**config.mk**
```make
export PLATFORM = sky130hd
export DESIGN_NAME = sram_like_arbiter_flat
export DESIGN_NICKNAME = d
export VERILOG_FILES = /design/src/rtl/sram_like_arbiter_pkg.sv /design/src/rtl/sram_like_arbiter_if.sv /design/src/rtl/sram_like_order_fifo.sv /design/src/rtl/sram_like_arbiter.sv /design/src/flat_wrapper.sv
export SDC_FILE = /design/constraint.sdc
export NUM_CORES = 1
export LEC_CHECK = 0
export CAP_MARGIN = 20
export CORE_AREA = 2 2 113 115
export DETAILED_ROUTE_END_ITERATION = 8
export DIE_AREA = 0 0 115 117
export PLACE_DENSITY_LB_ADDON = 0.25
export SYNTH_ARGS = -nofsm -noshare
export SYNTH_HDL_FRONTEND = slang
export SYNTH_SLANG_ARGS = --single-unit
```
**constraint.sdc**
```tcl
create_clock -name clk -period 2.6 [get_ports clk]
set_input_delay 0.26 -clock clk [delete_from_list [all_inputs] [get_ports clk]]
set_output_delay 0.26 -clock clk [all_outputs]
set_load 0.005 [all_outputs]
```
**src/rtl/sram_like_arbiter_pkg.sv**
```systemverilog
// Shared constants and types for the SRAM-like N:1 arbiter.
package sram_like_arbiter_pkg;
  localparam int SIZE_W    = 2;
  localparam int ARB_FIXED = 0;
  localparam int ARB_RR    = 1;

  typedef enum logic {GRANT_FREE, GRANT_LOCKED} grant_state_e;

  // Width of a master index stored in the order FIFO.
  function automatic int order_idx_w(input int n);
    return (n > 1) ? $clog2(n) : 1;
  endfunction
endpackage

```
**src/rtl/sram_like_arbiter_if.sv**
```systemverilog
// SRAM-like bus bundle: N master channels on one side, one slave channel on the other.
interface sram_like_arbiter_if
  import sram_like_arbiter_pkg::*;
#(
  parameter int NUM_MASTERS = 2,
  parameter int ADDR_W      = 32,
  parameter int DATA_W      = 32
);
  localparam int STRB_W = DATA_W / 8;

  logic [NUM_MASTERS-1:0]              m_req, m_wr, m_addr_ok, m_data_ok;
  logic [NUM_MASTERS-1:0][SIZE_W-1:0]  m_size;
  logic [NUM_MASTERS-1:0][STRB_W-1:0]  m_wstrb;
  logic [NUM_MASTERS-1:0][ADDR_W-1:0]  m_addr;
  logic [NUM_MASTERS-1:0][DATA_W-1:0]  m_wdata;
  logic [DATA_W-1:0]                   m_rdata;

  logic              s_req, s_wr, s_addr_ok, s_data_ok;
  logic [SIZE_W-1:0] s_size;
  logic [STRB_W-1:0] s_wstrb;
  logic [ADDR_W-1:0] s_addr;
  logic [DATA_W-1:0] s_wdata, s_rdata;

  // Arbiter side: masters the downstream slave, serves the upstream channels.
  modport master (
    input  m_req, m_wr, m_size, m_wstrb, m_addr, m_wdata, s_addr_ok, s_data_ok, s_rdata,
    output m_addr_ok, m_data_ok, m_rdata, s_req, s_wr, s_size, s_wstrb, s_addr, s_wdata
  );
  // Environment side: the upstream channels plus the downstream slave.
  modport slave (
    output m_req, m_wr, m_size, m_wstrb, m_addr, m_wdata, s_addr_ok, s_data_ok, s_rdata,
    input  m_addr_ok, m_data_ok, m_rdata, s_req, s_wr, s_size, s_wstrb, s_addr, s_wdata
  );
endinterface

```
**src/rtl/sram_like_order_fifo.sv**
```systemverilog
// Synchronous FIFO of master indices recording address-acceptance order.
module sram_like_order_fifo #(
  parameter int WIDTH = 1,
  parameter int DEPTH = 4
) (
  input  logic                     clk,
  input  logic                     reset,
  input  logic                     push_i,
  input  logic [WIDTH-1:0]         data_i,
  input  logic                     pop_i,
  output logic [WIDTH-1:0]         data_o,
  output logic [$clog2(DEPTH):0]   count_o,
  output logic                     full_o,
  output logic                     empty_o
);
  localparam int PTR_W = $clog2(DEPTH);
  localparam logic [PTR_W-1:0] PTR_ONE  = PTR_W'(1);
  localparam logic [PTR_W:0]   CNT_ONE  = (PTR_W+1)'(1);
  localparam logic [PTR_W:0]   CNT_FULL = (PTR_W+1)'(DEPTH);

  logic [DEPTH-1:0][WIDTH-1:0] mem_q;
  logic [PTR_W-1:0]            wr_ptr_q, rd_ptr_q;
  logic [PTR_W:0]              count_q;
  logic                        do_push, do_pop;

  assign full_o  = (count_q == CNT_FULL);
  assign empty_o = (count_q == '0);
  assign do_push = push_i & ~full_o;
  assign do_pop  = pop_i & ~empty_o;
  assign data_o  = mem_q[rd_ptr_q];
  assign count_o = count_q;

  always_ff @(posedge clk) begin
    if (reset) begin
      wr_ptr_q <= '0;
      rd_ptr_q <= '0;
      count_q  <= '0;
    end else begin
      if (do_push) begin
        mem_q[wr_ptr_q] <= data_i;
        wr_ptr_q        <= wr_ptr_q + PTR_ONE;
      end
      if (do_pop) rd_ptr_q <= rd_ptr_q + PTR_ONE;
      case ({do_push, do_pop})
        2'b10:   count_q <= count_q + CNT_ONE;
        2'b01:   count_q <= count_q - CNT_ONE;
        default: count_q <= count_q;
      endcase
    end
  end
endmodule

```
**src/rtl/sram_like_arbiter.sv**
```systemverilog
// N-master to 1-slave SRAM-like arbiter with in-order response routing.
module sram_like_arbiter
  import sram_like_arbiter_pkg::*;
#(
  parameter int NUM_MASTERS     = 2,
  parameter int ADDR_W          = 32,
  parameter int DATA_W          = 32,
  parameter int MAX_OUTSTANDING = 4,
  parameter int ARB_MODE        = ARB_FIXED
) (
  input  logic                             clk,
  input  logic                             reset,
  sram_like_arbiter_if.master              bus,
  output logic [$clog2(MAX_OUTSTANDING):0] outstanding_o,
  output logic                             err_o
);
  localparam int IDX_W = order_idx_w(NUM_MASTERS);
  localparam int CNT_W = $clog2(MAX_OUTSTANDING) + 1;

  grant_state_e     state_q, state_d;
  logic [IDX_W-1:0] lock_idx_q, lock_idx_d, rr_ptr_q, rr_ptr_d;
  logic [IDX_W-1:0] free_gnt, grant, head_idx;
  logic [CNT_W-1:0] count;
  logic             err_q, err_d, rr_found, any_req, withdrawn;
  logic             s_req, hs, pop, fifo_full, fifo_empty;

  function automatic logic [IDX_W-1:0] wrap_add(input logic [IDX_W-1:0] base, input int k);
    int s;
    s = int'(base) + k;
    if (s >= NUM_MASTERS) s -= NUM_MASTERS;
    return IDX_W'(s);
  endfunction

  always_comb begin
    free_gnt = '0;
    rr_found = 1'b0;
    if (ARB_MODE == ARB_RR) begin
      for (int k = 0; k < NUM_MASTERS; k++) begin
        if (!rr_found && bus.m_req[wrap_add(rr_ptr_q, k)]) begin
          free_gnt = wrap_add(rr_ptr_q, k);
          rr_found = 1'b1;
        end
      end
    end else begin
      for (int i = 0; i < NUM_MASTERS; i++)
        if (bus.m_req[i]) free_gnt = IDX_W'(i);
    end
  end

  assign grant     = (state_q == GRANT_LOCKED) ? lock_idx_q : free_gnt;
  assign any_req   = (state_q == GRANT_LOCKED) ? bus.m_req[lock_idx_q] : |bus.m_req;
  assign withdrawn = (state_q == GRANT_LOCKED) & ~bus.m_req[lock_idx_q];

  // Reset masks every visible output, not just the registered ones.
  assign s_req = ~reset & any_req & ~fifo_full;
  assign hs    = s_req & bus.s_addr_ok;
  assign pop   = ~reset & bus.s_data_ok & ~fifo_empty;

  assign bus.s_req   = s_req;
  assign bus.s_wr    = bus.m_wr[grant];
  assign bus.s_size  = bus.m_size[grant];
  assign bus.s_wstrb = bus.m_wstrb[grant];
  assign bus.s_addr  = bus.m_addr[grant];
  assign bus.s_wdata = bus.m_wdata[grant];
  assign bus.m_rdata = bus.s_rdata;

  always_comb begin
    bus.m_addr_ok = '0;
    bus.m_data_ok = '0;
    if (hs)  bus.m_addr_ok[grant]    = 1'b1;
    if (pop) bus.m_data_ok[head_idx] = 1'b1;
  end

  always_comb begin
    state_d    = state_q;
    lock_idx_d = lock_idx_q;
    rr_ptr_d   = rr_ptr_q;
    err_d      = err_q;
    unique case (state_q)
      GRANT_FREE: if (s_req && !bus.s_addr_ok) begin
        state_d    = GRANT_LOCKED;
        lock_idx_d = grant;
      end
      GRANT_LOCKED: if (hs || withdrawn) state_d = GRANT_FREE;
      default: state_d = GRANT_FREE;
    endcase
    if (hs && ARB_MODE == ARB_RR) rr_ptr_d = wrap_add(grant, 1);
    if (withdrawn || (bus.s_data_ok && fifo_empty)) err_d = 1'b1;
  end

  always_ff @(posedge clk) begin
    if (reset) begin
      state_q    <= GRANT_FREE;
      lock_idx_q <= '0;
      rr_ptr_q   <= '0;
      err_q      <= 1'b0;
    end else begin
      state_q    <= state_d;
      lock_idx_q <= lock_idx_d;
      rr_ptr_q   <= rr_ptr_d;
      err_q      <= err_d;
    end
  end

  sram_like_order_fifo #(.WIDTH(IDX_W), .DEPTH(MAX_OUTSTANDING)) u_order_fifo (
    .clk     (clk),
    .reset   (reset),
    .push_i  (hs),
    .data_i  (grant),
    .pop_i   (pop),
    .data_o  (head_idx),
    .count_o (count),
    .full_o  (fifo_full),
    .empty_o (fifo_empty)
  );

  assign outstanding_o = reset ? '0 : count;
  assign err_o         = ~reset & err_q;
endmodule

```
**src/flat_wrapper.sv**
```systemverilog
// flat-port wrapper written by rule: the top's interface ports become plain ports
module sram_like_arbiter_flat import sram_like_arbiter_pkg::*;
#(
  parameter int NUM_MASTERS     = 2,
  parameter int ADDR_W          = 32,
  parameter int DATA_W          = 32,
  parameter int MAX_OUTSTANDING = 4,
  parameter int ARB_MODE        = ARB_FIXED
)
  (clk, reset, outstanding_o, err_o, bus_m_req, bus_m_wr, bus_m_size, bus_m_wstrb, bus_m_addr, bus_m_wdata, bus_s_addr_ok, bus_s_data_ok, bus_s_rdata, bus_m_addr_ok, bus_m_data_ok, bus_m_rdata, bus_s_req, bus_s_wr, bus_s_size, bus_s_wstrb, bus_s_addr, bus_s_wdata);
  sram_like_arbiter_if #(.NUM_MASTERS(NUM_MASTERS), .ADDR_W(ADDR_W), .DATA_W(DATA_W)) bus_i ();
  input  logic clk;
  input  logic reset;
  output logic [$clog2(MAX_OUTSTANDING):0] outstanding_o;
  output logic err_o;
  input wire logic [$bits(bus_i.m_req)-1:0] bus_m_req;
  input wire logic [$bits(bus_i.m_wr)-1:0] bus_m_wr;
  input wire logic [$bits(bus_i.m_size)-1:0] bus_m_size;
  input wire logic [$bits(bus_i.m_wstrb)-1:0] bus_m_wstrb;
  input wire logic [$bits(bus_i.m_addr)-1:0] bus_m_addr;
  input wire logic [$bits(bus_i.m_wdata)-1:0] bus_m_wdata;
  input wire logic [$bits(bus_i.s_addr_ok)-1:0] bus_s_addr_ok;
  input wire logic [$bits(bus_i.s_data_ok)-1:0] bus_s_data_ok;
  input wire logic [$bits(bus_i.s_rdata)-1:0] bus_s_rdata;
  output wire logic [$bits(bus_i.m_addr_ok)-1:0] bus_m_addr_ok;
  output wire logic [$bits(bus_i.m_data_ok)-1:0] bus_m_data_ok;
  output wire logic [$bits(bus_i.m_rdata)-1:0] bus_m_rdata;
  output wire logic [$bits(bus_i.s_req)-1:0] bus_s_req;
  output wire logic [$bits(bus_i.s_wr)-1:0] bus_s_wr;
  output wire logic [$bits(bus_i.s_size)-1:0] bus_s_size;
  output wire logic [$bits(bus_i.s_wstrb)-1:0] bus_s_wstrb;
  output wire logic [$bits(bus_i.s_addr)-1:0] bus_s_addr;
  output wire logic [$bits(bus_i.s_wdata)-1:0] bus_s_wdata;
  assign bus_i.m_req = bus_m_req;
  assign bus_i.m_wr = bus_m_wr;
  assign bus_i.m_size = bus_m_size;
  assign bus_i.m_wstrb = bus_m_wstrb;
  assign bus_i.m_addr = bus_m_addr;
  assign bus_i.m_wdata = bus_m_wdata;
  assign bus_i.s_addr_ok = bus_s_addr_ok;
  assign bus_i.s_data_ok = bus_s_data_ok;
  assign bus_i.s_rdata = bus_s_rdata;
  assign bus_m_addr_ok = bus_i.m_addr_ok;
  assign bus_m_data_ok = bus_i.m_data_ok;
  assign bus_m_rdata = bus_i.m_rdata;
  assign bus_s_req = bus_i.s_req;
  assign bus_s_wr = bus_i.s_wr;
  assign bus_s_size = bus_i.s_size;
  assign bus_s_wstrb = bus_i.s_wstrb;
  assign bus_s_addr = bus_i.s_addr;
  assign bus_s_wdata = bus_i.s_wdata;
  sram_like_arbiter #(.NUM_MASTERS(NUM_MASTERS), .ADDR_W(ADDR_W), .DATA_W(DATA_W), .MAX_OUTSTANDING(MAX_OUTSTANDING), .ARB_MODE(ARB_MODE)) u_core (.clk(clk), .reset(reset), .bus(bus_i), .outstanding_o(outstanding_o), .err_o(err_o));
endmodule
```
Word level (Yosys, flattened, before mapping)
Cells that the tools add are included.
W data, S select, Z words.
{"block": "word_totals", "input_bits": 180, "out_inout_bits": 112, "register_bits": 14}
{"block": "classes", "reduce_logical": 13, "eq_ne": 3, "bitwise_logic": 14, "addsub": 4, "order_cmp": 8, "n_mux": 31}
{"operator": "$mux W32", "n": 4}
{"operator": "$mux W1", "n": 13}
{"operator": "$and A1 B1 Y1", "n": 9}
{"operator": "$mux W2", "n": 4}
{"operator": "$mux W4", "n": 2}
{"operator": "$lt A1 B2 Y1 const B", "n": 3}
{"operator": "$lt A2 B3 Y1 const B", "n": 2}
{"operator": "$pmux W3 S2", "n": 1}
{"operator": "$logic_and A1 B1 Y1", "n": 5}
{"operator": "$not A1 Y1", "n": 5}
{"operator": "$add A2 B1 Y2 const B", "n": 2}
{"operator": "$bwmux W4", "n": 1}
{"operator": "$reduce_and A2 Y1", "n": 2}
{"operator": "$add A3 B1 Y3 const B", "n": 1}
{"operator": "$eq A3 B3 Y1 const B", "n": 1}
{"operator": "$logic_not A3 Y1", "n": 1}
{"operator": "$mux W3", "n": 1}
{"operator": "$sub A3 B1 Y3 const B", "n": 1}
{"operator": "$bmux W1 S2", "n": 1}
{"operator": "$demux W1 S1", "n": 2}
{"operator": "$demux W1 S2", "n": 1}
{"operator": "$eq A2 B1 Y1 const B", "n": 1}
{"operator": "$eq A2 B2 Y1 const B", "n": 1}
{"operator": "$ge A1 B1 Y1 const B", "n": 2}
{"operator": "other kinds (6)", "n": 7}

Logic depth before layout (Yosys ltp)
{"block": "logic_depth", "depth_word": 9, "mapped_depth": 9, "ltp_nobuf": 9}

Hierarchy
Synthesis repeated with hierarchy kept, for this count alone.
{"block": "unflattened", "cells_unflattened": 201, "area_unflattened_um2": 2322.2}
{"module": "sram_like_arbiter", "area_per_inst_um2": 1731.7, "n_inst": 1, "seq_area_each_um2": 60.1, "cells_each": 145}
{"module": "sram_like_order_fifo", "area_per_inst_um2": 590.6, "n_inst": 1, "seq_area_each_um2": 260.2, "cells_each": 56}

Worst setup path before layout
No wires, ideal clock.
{"block": "synth_path", "kind": "register to register", "from": "register u_core.u_order_fifo.count_q[0] (netlist: u_core.u_order_fifo.count_o[0])", "to": "register u_core.u_order_fifo.count_q[2] (netlist: u_core.u_order_fifo.count_o[2])", "synth_period_minus_slack_ns": 2.300, "setup_slack_ns": 0.300, "path_stages_with_launch": 10, "path_buffers": 0, "arrival_ns": 2.229, "cell_sequence": "dfxtp_1 > nor2_1 > a211oi_2 > and2_1 > inv_1 > ha_1 > fa_1 > xnor2_1 > or3_1 > a21oi_1"}
{"block": "synth_between", "elab_chain_len": 7, "elab_cells_between_ends": 15, "classes_between": "2 x add/sub; 3 x eq/ne; 1 x mux; 7 x bitwise; 2 x reduce/logical"}
{"element": "from (decl)", "line": "sram_like_order_fifo.sv:23", "rtl": "logic [PTR_W:0] count_q;"}
{"element": "from (signal assigned)", "line": "sram_like_order_fifo.sv:45", "rtl": "2'b10: count_q <= count_q + CNT_ONE;"}
{"element": "from (signal assigned)", "line": "sram_like_order_fifo.sv:46", "rtl": "2'b01: count_q <= count_q - CNT_ONE;"}
{"element": "from (signal assigned)", "line": "sram_like_order_fifo.sv:47", "rtl": "default: count_q <= count_q;"}
{"element": "$eq A3 B3 Y1", "line": "sram_like_order_fifo.sv:26", "rtl": "assign full_o = (count_q == CNT_FULL);"}
{"element": "$not A1 Y1", "line": "sram_like_order_fifo.sv:28, sram_like_arbiter.sv:55"}
{"element": "$and A1 B1 Y1", "line": "sram_like_arbiter.sv:55", "rtl": "assign s_req = ~reset & any_req & ~fifo_full;"}
{"element": "$and A1 B1 Y1", "line": "sram_like_arbiter.sv:56", "rtl": "assign hs = s_req & bus.s_addr_ok;"}
{"element": "$and A1 B1 Y1", "line": "sram_like_order_fifo.sv:28", "rtl": "assign do_push = push_i & ~full_o;"}
{"element": "$eq A2 B1 Y1 / $eq A2 B2 Y1 (equally long branches)", "line": "sram_like_order_fifo.sv:44", "rtl": "case ({do_push, do_pop})"}
{"element": "$pmux W3 S2 / $reduce_bool A2 Y1 (equally long branches)"}
Parallel ways exist; a longest one is shown, timed or not.
A chain may end at the register's enable or synchronous reset.

Worst setup path after layout
{"block": "layout_path", "from": "register u_core.state_q", "to": "output bus_s_wstrb[0]"}
{"block": "layout_between", "elab_chain_len": 3}
{"element": "from (decl)", "line": "sram_like_arbiter.sv:20", "rtl": "grant_state_e state_q, state_d;"}
{"element": "from (signal assigned)", "line": "sram_like_arbiter.sv:98", "rtl": "state_q <= state_d;"}
{"element": "$mux W1", "line": "sram_like_arbiter.sv:50", "rtl": "assign grant = (state_q == GRANT_LOCKED) ? lock_idx_q : free_gnt;"}
{"element": "$mux W4 (implied by the code) (2 in a row)", "line": "sram_like_arbiter.sv:62", "rtl": "assign bus.s_wstrb = bus.m_wstrb[grant];"}
{"element": "to (decl)", "line": "flat_wrapper.sv:31", "rtl": "output wire logic [$bits(bus_i.s_wstrb)-1:0] bus_s_wstrb;"}
No other way between the ends. The select of a mux whose other input is x is not followed.

==> out/qor.tcl <==
set qor(post_synth_edffs) 4
set qor(post_route_clock_period_utilization) 0.9509
set qor(power_report.internal_total_mw) 0.9604
set qor(sequential_cell_area_um2) 320.3
set qor(tritoncts) {yes}
set qor(yosysWarningCount) 0
set qor(input_output_buffers) 227
set qor(grt_first_pass_wirelength_mm) 11.70
set qor(crit_path_end_kind) {primary output}
set qor(grt.overflow.total) 0
set qor(routedLengthMet1_mm) 3.589
set qor(ff2ff_setup_slack_ps) 230
set qor(first_global_vias) 2098
set qor(dieWidth_um) 115
set qor(total_power_mw) 1.284
set qor(yosys_most_used_dff) {dfxtp_1}
set qor(slowest_delay_ps) 480
set qor(p_switching_mw) 0.3237
set qor(data_required_critical_path_ps) 2340
set qor(fin_nets) 574
set qor(met3RoutedLength_um) 855
set qor(finalSetupTns_ps) 0
set qor(grt_max_degree) 32
set qor(detailed_place_hpwl_mm) 7.268
set qor(power_frac_comb) 0.570
set qor(filler_cell_count) 1265
set qor(post-route-drc-count) 0
set qor(num_io_pins) 292
set qor(finalHoldViolCount) 0
set qor(critical_path.n_buffers_inverters) 2
set qor(synth.yosys.seq_area_share) 0.1741
set qor(die_height_um) 117
set qor(vias) 2131
set qor(path_cells) {mux2i_4 -> buf_12 -> mux2_1 -> clkdlybuf4s50_1}
set qor(rsz_0062_raised_after_global_routing) {no}
set qor(setup_viol_count_final) 0
set qor(number_of_violations_reported_at_the_end_of_detailed_routing_iteration_0) 53
set qor(path_class) {register to primary output}
set qor(htree_levels) 1
set qor(critical_path.max_fanout) 31
set qor(synth.largest_area_cell) {mux2_1}
set qor(vdd_ir_drop_max_mv) 0.2759
set qor(gp_congestion) 0.7757
set qor(postSynthNetCount) 371
set qor(drive_gt1_frac) 0.05168
set qor(rows) 41
set qor(critPathLaunchType) {register}
set qor(worst_pin_slew_ps) 581.8
set qor(power_frac_clock) 0.227
set qor(finClkSkew_ps) 2.621
set qor(timing.final.ws_setup_ps) 127.6
set qor(synthesis.area_per_instance_um2) 9.942
set qor(area_growth_pct) 129.4
set qor(synth_cell_type_count) 31
set qor(synthArstFlopShare) 0
set qor(firstDrtPassIters) 4
set qor(cts.clk_slew.worst_paths_ps) 40
set qor(cts.sink_count) 14
set qor(area_share_of_the_largest_cell_type_after_synthesis) 0.4163
set qor(placeableCoreArea_um2) 12310
set qor(slew_headroom) 0.6021
set qor(wl_met2_mm) 4.098
set qor(synth-seq-cells) 14
set qor(detailed_route_wire_length_mm) 8.581
set qor(power_density_nw_per_um2) 304.3
set qor(pre_cts_ws_ps) -11.44
set qor(seqPwrFrac) 0.203
set qor(insertion_delay_ps) 240
set qor(multi_input_area_um2) 1230
set qor(antenna_cells) 0
set qor(outcome) {finished clean}
set qor(topRoutingLayerUsed) {met4}
set qor(synth.top_cells.by_area) {mux2_1, buf_4, dfxtp_1}
set qor(tritoncts.num_buffers) 3
set qor(clock_path_buffers) 2
set qor(swShare) 0.2521
set qor(max_clock_freq_mhz) 404.5
set qor(timing.final.max_slew_violations) 0
set qor(floorplan.die_area_um2) 13460
set qor(timing.critical_path.arrival_ps) 2210
set qor(hold_path.class) {register to register}
set qor(postRouteAntennaNets) 0
set qor(vias_per_cell) 3.968
set qor(cts-root-buf) {clkbuf_16}
set qor(grtUsageTotal) 0.1109
set qor(route.detailed.wl_per_inst_um) 15.98
set qor(post-cts-setup-buffer-count) 0
set qor(max_cap_viol_count) 0
set qor(critical-path-slowest-cell) {dfxtp_1}
set qor(synth_area_um2) 1839
set qor(final_period_minus_worst_setup_slack_ps) 2472
set qor(floorplan.initialDensity) 0.1494
set qor(synth_cells) 185
set qor(power_leakage_nw) 1.582
set qor(critical_path.top_delay_family) {multiplexers}
set qor(antenna_violations_before_repair) 0
kinds of logic (layout without fill, tap and decap cells):
logic type	Yosys count	after routing	share of synthesized area
mux	77	77	0.4762
buf+inv	45	247	0.1619
simple gates	30	30	0.08980
flops	14	14	0.1742
compound gates	9	9	0.03401
fa+ha+maj	6	6	0.04490
xor+xnor	4	4	0.01905
Yosys cell counts, drive strengths merged (2+ instances only):
cell type / instances
nor2: 9
edfxtp: 4
and2: 3
mux2: 71
nor3: 2
nor2b: 6
buf: 39
and3: 4
dfxtp: 10
nand3: 2
inv: 5
o21ai: 2
ha: 5
a21oi: 3
mux2i: 5
xnor2: 3
final cells by class:
class | count | area share
multi-input combinational | 126 | 0.2915
timing repair buffer | 238 | 0.5649
sequential | 14 | 0.07592
inverter | 5 | 0.004448
tap | 150 | 0.04448
clock buffer | 4 | 0.01868
placed cells by master (no fill, tap or decap):
cell,n
dfxtp_1,10
inv_1,5
clkbuf_16,3
xnor2_1,3
buf_4,8
o31ai_1,1
mux2_1,68
nand3_1,2
buf_6,1
xor2_1,1
and2_1,3
or3_1,1
clkbuf_1,1
nor3_1,2
edfxtp_1,4
nand2b_1,1
buf_12,2
mux2_2,3
mux2i_4,1
a2111oi_0,1
a21oi_1,3
ha_1,5
a211oi_2,1
clkdlybuf4s50_1,227
nor2b_1,6
fa_1,1
mux4_2,1
nor3b_1,1
and3_1,4
o21ai_0,2
a221oi_1,1
nor4bb_1,1
mux2i_1,4
nor2_1,9
what timing repair did:
action,in CTS,in global routing
hold endpoints to repair,0,0
hold buffers,0,0
resized for setup,0,1
setup endpoints to repair,0,4
power by group through the flow:
stage / Clock, mW / Combinational (mW) / Sequential, mW
floorplan: 0 / 0.263 / 0.258
global placement: 0 / 0.736 / 0.264
global route: 0.308 / 0.787 / 0.262
finish: 0.292 / 0.732 / 0.260
detailed placement: 0 / 0.735 / 0.264
CTS: 0.299 / 0.744 / 0.260
routing by layer:
layer | vias up | GRT usage
met5 | - | 0
met4 | 0 | 0.01285
met3 | 5 | 0.03605
met2 | 130 | 0.1922
met1 | 962 | 0.1391
li1 | 1034 | -
worst paths after layout:
check	start	to	cells past startpoint
worst max-delay path	u_core.state_q	bus_s_wstrb[0]	4
worst max register to register	u_core.state_q	u_core.u_order_fifo.count_o[2]	9
worst min register to register	u_core.err_q	u_core.err_q	2
worst min-delay path	u_core.err_q	u_core.err_q	2
state kept, by name (all words and copies together) (netlist names):
register                      cells
u_core.u_order_fifo.rd_ptr_q      2
u_core.lock_idx_q                 1
u_core.u_order_fifo.wr_ptr_q      2
u_core.u_order_fifo.mem_q         4
u_core.state_q                    1
u_core.err_q                      1
u_core.u_order_fifo.count_o       3
stage by stage:
stage               area [um^2]  std cells  hold slack [ps]  utilization
CTS                        4215        537            497.8       0.3424
global placement           4136        533            502.5       0.3360
floorplan                  1839        185            407.2            -
global route               4219        537            520.0       0.3427
finish                     4219        537            504.4       0.3427
detailed placement         4136        533            483.8       0.3360
worst min-delay path: stages, from the launching register on:
cell and delay [ps]:
dfxtp_1 340, a221oi_1 60, nor2_1 70
Power figures use the tool's default switching activity.
